$ cat src/rtl/pipe_latch_ctrl.sv
// Pipeline latch sequencer: run/step/halt FSM, load-use stall and branch flush control, cycle counter.
// Outputs are combinational from state and inputs; define PIPE_WATCHDOG_EN to add the stall watchdog.
module pipe_latch_ctrl #(
    parameter int CNT_W     = 16,
    parameter int STALL_MAX = 8
) (
    input  logic             clk,
    input  logic             rst,
    input  logic             i_run,
    input  logic             i_step,
    input  logic             i_halt,
    input  logic             i_halt_instr,
    input  logic             i_load_use,
    input  logic             i_branch_taken,
    output logic             o_pc_en,
    output logic             o_ifid_en,
    output logic             o_idex_en,
    output logic             o_exmem_en,
    output logic             o_memwb_en,
    output logic             o_ifid_flush,
    output logic             o_idex_flush,
    output logic [1:0]       o_state,
    output logic [CNT_W-1:0] o_cycle_cnt,
    output logic             o_done,
    output logic             o_err
);

    typedef enum logic [1:0] {
        S_IDLE = 2'd0,
        S_RUN  = 2'd1,
        S_STEP = 2'd2,
        S_DONE = 2'd3
    } state_t;

    state_t           r_state;
    state_t           w_next;
    logic [CNT_W-1:0] r_cnt;
    logic             w_adv;
    logic             w_wd_trip;

    // A HALT opcode in MEM/WB freezes every latch in the cycle it is seen.
    assign w_adv = rst && (r_state == S_RUN || r_state == S_STEP) && !i_halt_instr;

`ifdef PIPE_WATCHDOG_EN
    localparam int STALL_W = $clog2(STALL_MAX + 1);

    logic [STALL_W-1:0] r_stall;
    logic               r_err;
    logic               w_stall_cyc;

    assign w_stall_cyc = w_adv && i_load_use && !i_branch_taken;
    assign w_wd_trip   = w_stall_cyc && (r_stall == STALL_W'(STALL_MAX - 1));

    always_ff @(posedge clk or negedge rst) begin
        if (!rst) begin
            r_stall <= '0;
            r_err   <= 1'b0;
        end else begin
            if (w_stall_cyc && !w_wd_trip)
                r_stall <= r_stall + 1'b1;
            else
                r_stall <= '0;
            if (w_wd_trip)
                r_err <= 1'b1;
        end
    end

    assign o_err = r_err;
`else
    assign w_wd_trip = 1'b0;
    assign o_err     = 1'b0;
`endif

    always_ff @(posedge clk or negedge rst) begin
        if (!rst) begin
            r_state <= S_IDLE;
            r_cnt   <= '0;
        end else begin
            r_state <= w_next;
            if (w_adv && r_cnt != {CNT_W{1'b1}})
                r_cnt <= r_cnt + 1'b1;
        end
    end

    always_comb begin
        w_next = r_state;
        case (r_state)
            S_IDLE: begin
                if (i_halt)
                    w_next = S_IDLE;
                else if (i_run)
                    w_next = S_RUN;
                else if (i_step)
                    w_next = S_STEP;
            end
            S_RUN: begin
                if (i_halt_instr || w_wd_trip)
                    w_next = S_DONE;
                else if (i_halt)
                    w_next = S_IDLE;
            end
            S_STEP: begin
                if (i_halt_instr || w_wd_trip)
                    w_next = S_DONE;
                else
                    w_next = S_IDLE;
            end
            default: w_next = S_DONE;
        endcase
    end

    always_comb begin
        o_pc_en      = 1'b0;
        o_ifid_en    = 1'b0;
        o_idex_en    = 1'b0;
        o_exmem_en   = 1'b0;
        o_memwb_en   = 1'b0;
        o_ifid_flush = 1'b0;
        o_idex_flush = 1'b0;
        if (w_adv) begin
            o_pc_en    = 1'b1;
            o_ifid_en  = 1'b1;
            o_idex_en  = 1'b1;
            o_exmem_en = 1'b1;
            o_memwb_en = 1'b1;
            // A taken branch squashes the stalled instruction, so the stall is moot.
            if (i_branch_taken) begin
                o_ifid_flush = 1'b1;
                o_idex_flush = 1'b1;
            end else if (i_load_use) begin
                o_pc_en      = 1'b0;
                o_ifid_en    = 1'b0;
                o_idex_flush = 1'b1;
            end
        end
    end

    assign o_state     = r_state;
    assign o_cycle_cnt = r_cnt;
    assign o_done      = rst && (r_state == S_DONE);

endmodule
$ cat config.mk
export PLATFORM = sky130hd
export DESIGN_NAME = pipe_latch_ctrl
export DESIGN_NICKNAME = d
export VERILOG_FILES = /design/src/rtl/pipe_latch_ctrl.sv
export SDC_FILE = /design/constraint.sdc
export NUM_CORES = 1
export LEC_CHECK = 0
export CAP_MARGIN = 0
export CORE_MARGIN = 5
export CORE_UTILIZATION = 41
export DETAILED_ROUTE_END_ITERATION = 10
export PLACE_DENSITY = 0.87
export RECOVER_POWER = 100
export SLEW_MARGIN = 20
export SYNTH_ARGS = -nofsm -noshare
export SYNTH_HDL_FRONTEND = slang
export SYNTH_SLANG_ARGS = --single-unit
$ cat constraint.sdc
create_clock -name clk -period 1.96 [get_ports clk]
set_clock_uncertainty 0.15 [all_clocks]
set_input_delay 0.392 -clock clk [delete_from_list [all_inputs] [get_ports clk]]
set_output_delay 0.392 -clock clk [all_outputs]
set_load 0.1 [all_outputs]
==> impl_metrics.yaml <==
status:
  status: "finished with violations"
  violations: "setup timing"
setup_path:
  crit_slowest_cell: "dfrtp_4"
  critPathArrivalTime_ns: 1.66
  crit_type: "reg -> out"
  cp_max_fo: 5
  end_kind: "output port"
  required_ns: 1.42
  crit_family: "flip-flops"
  crit_buf_inv: 2
  slowest_delay_ns: 0.44
  path_cells: "inv_2, ha_4, nand3b_4, a21oi_4, buf_12"
  crit_path_start_kind: "flop"
floorplanning:
  die_w_um: 61.3
  io_pins: 35
  core_area_mm2: 0.00250
  die_h_um: 61.3
  row_count: 18
  start_util: 0.431
  dieArea_mm2: 0.00375
timing:
  slew_headroom: 0.666
  timing.fmax_mhz: 455
  period_minus_slack_ns: 2.20
  worst_pin_slew_ns: 0.499
  finalCritPeriodShare: 1.12
  rsz0062_at_grt: "true"
  slew_violations: 0
  setup_ws_ns: -0.238
  hold_viol_final: 0
  setup_viol_count_final: 16
global_routing:
  grt_pass1_wl_mm: 5.36
  grt_pass1_vias: 1079
  grt_usage: 0.201
  antenna_found_initial: 0
  globalRoute.totalOverflow: 0
  grt_max_degree: 19
yosys:
  synthesis.area_mm2: 0.00108
  yosysUniqueCellTypes: 33
  synth-main-ff-cell: "dfrtp_1"
  syn_inst: 106
  avgSynthCellArea_um2: 10.2
  synth_seq_cells: 18
  async_flop_share: 1.00
  yosysSeqAreaShare: 0.418
  synth_nets: 119
  synth_edf_count: 0
  yosysWarnings: 0
pwr:
  p_leak_nw: 0.846
  power.total_w: 0.00289
  peakVddDrop_mv: 1.58
  power_density_mw_per_mm2: 1410
routing:
  ant_nets: 0
  avgViaCountPerCell: 5.93
  drtIter0Drc: 58
  wirelength_mm: 3.93
  drc: 0
  num_vias: 1114
  drtPass1Iterations: 4
  wl_per_cell_um: 20.9
clock_tree:
  cts_buffer_depth: 2
  cts_root_buffer: "clkbuf_4"
  insertion_delay_ns: 0.31
  cts_buffers: 3
  path_clk_slew_ns: 0.11
  cts_sinks: 18
  cts_tree: "done"
  holdBufCountCts: 0
  htree_num_levels: 1
placed_design:
  place_hpwl_mm: 2.45
  placed_area_mm2: 0.00189
  globalplace.congestion: 0.889
  portBuffers: 33
final_layout:
  area_growth_pct: 89.9
  drive_above_1_share: 0.608
  diodes: 0
  final_area_mm2: 0.00205
  nets: 172
  nFillCells: 138
hold_path:
  min_path_type: "reg -> reg"
job:
  cap_viol_max_count: 0
-- metrics by stage --
stage / setup slack [ns] / setup TNS [ns] / util / instances / hold slack (ns)
after floorplan: -0.564 / -3.01 / - / 106 / -0.0536
after global placement: -0.150 / -2.08 / 0.756 / 178 / 0.380
after detailed placement: -0.239 / -2.97 / 0.756 / 178 / 0.398
after CTS: -0.203 / -1.47 / 0.804 / 187 / 0.419
after global routing: -0.273 / -2.87 / 0.818 / 188 / 0.441
final: -0.238 / -2.07 / 0.818 / 188 / 0.422
-- placed cells by master, fill, tap and decap left out, types with 2 or more instances in the layout --
| cell | netlist | routed |
|---|---|---|
| clkdlybuf4s50_1 | 0 | 7 |
| nand2_1 | 9 | 8 |
| a21oi_2 | 0 | 2 |
| mux2_2 | 4 | 4 |
| a21oi_1 | 6 | 3 |
| nor2_2 | 0 | 2 |
| dfrtp_4 | 0 | 16 |
| xor2_1 | 2 | 2 |
| dfrtp_2 | 0 | 2 |
| ha_1 | 5 | 2 |
| nor2_1 | 8 | 4 |
| buf_4 | 4 | 13 |
| nand2b_1 | 3 | 3 |
| clkbuf_4 | 0 | 3 |
| ha_4 | 0 | 2 |
| nand4_1 | 6 | 6 |
| buf_6 | 0 | 4 |
| buf_12 | 0 | 27 |
| or4_4 | 1 | 2 |
| nor2_4 | 0 | 2 |
| nand3_1 | 5 | 4 |
| and3_1 | 3 | 3 |
| xnor2_1 | 8 | 7 |
-- final timing paths --
| path | start | end | slack [ns] | depth (start not counted) |
|---|---|---|---|---|
| worst max-delay path | o_state[0]$_DFFE_PN0P_ | o_ifid_en | -0.24 | 5 |
| worst min-delay path | o_cycle_cnt[6]$_DFFE_PN0P_ | o_cycle_cnt[6]$_DFFE_PN0P_ | 0.42 | 1 |
| worst max register to register | o_state[0]$_DFFE_PN0P_ | o_cycle_cnt[15]$_DFFE_PN0P_ | -0.08 | 8 |
| worst min register to register | o_cycle_cnt[6]$_DFFE_PN0P_ | o_cycle_cnt[6]$_DFFE_PN0P_ | 0.42 | 1 |
| max in group asynchronous | rst | o_cycle_cnt[4]$_DFFE_PN0P_ | 0.72 | 3 |
| min in group asynchronous | rst | o_cycle_cnt[7]$_DFFE_PN0P_ | 0.58 | 3 |
-- flip-flops by register name (all words and copies together), names as in the netlist --
signal       count
o_state          2
o_cycle_cnt     16
-- logic make-up after synthesis --
| family | share of synthesized area |
|---|---|
| AND/OR/NAND/NOR | 0.264 |
| flip-flops | 0.418 |
| AO/OA/AOI/OAI | 0.0732 |
| XOR/XNOR | 0.0813 |
| buffers and inverters | 0.0465 |
| adder cells (fa/ha/maj) | 0.0581 |
| multiplexers | 0.0557 |
| other | 0.00348 |
-- per-layer routing --
layer  global-route usage  vias up  routed length [µm]
li1                     -      474                   -
met2                0.350       71                2110
met3               0.0356       14                 237
met5                    0        -                   0
met4               0.0805        0                 144
met1                0.243      555                1440
-- power by group --
group          leakage, nW  internal [W]  switching [W]  total (W)
sequential           0.209      0.000480       0.000150   0.000630
combinational        0.616      0.000804        0.00121    0.00201
clock               0.0210      0.000114       0.000131   0.000245
total                0.846       0.00140        0.00149    0.00289
-- synth_stat cells (all sizes together), types with 2 or more instances --
cell     n  area share
dfrtp   18        0.42
nand2   10       0.042
nand4    8       0.058
nor2     8       0.028
xnor2    8       0.065
a21oi    6       0.028
ha       5       0.058
mux2     5       0.056
nand3    5       0.023
buf      4       0.028
and3     3       0.017
inv      3       0.010
nand2b   3       0.017
and2     2       0.012
nand3b   2       0.026
o21ai    2      0.0093
or4      2       0.019
xor2     2       0.016
-- final cells by class --
class | instances | area, µm² | area share
Sequential cell | 18 | 513 | 0.251
Multi-Input combinational cell | 80 | 678 | 0.331
Tap cell | 30 | 37.5 | 0.0183
Timing Repair Buffer | 52 | 758 | 0.371
Inverter | 4 | 22.5 | 0.0110
Clock buffer | 4 | 36.3 | 0.0177
-- timing repair --
item                                    4_1_cts  5_1_grt
resized for setup                            14        8
pin swaps                                     2        3
setup buffers                                 5        2
endpoints found under the setup margin        9       21
Power figures use the tool's default switching activity.
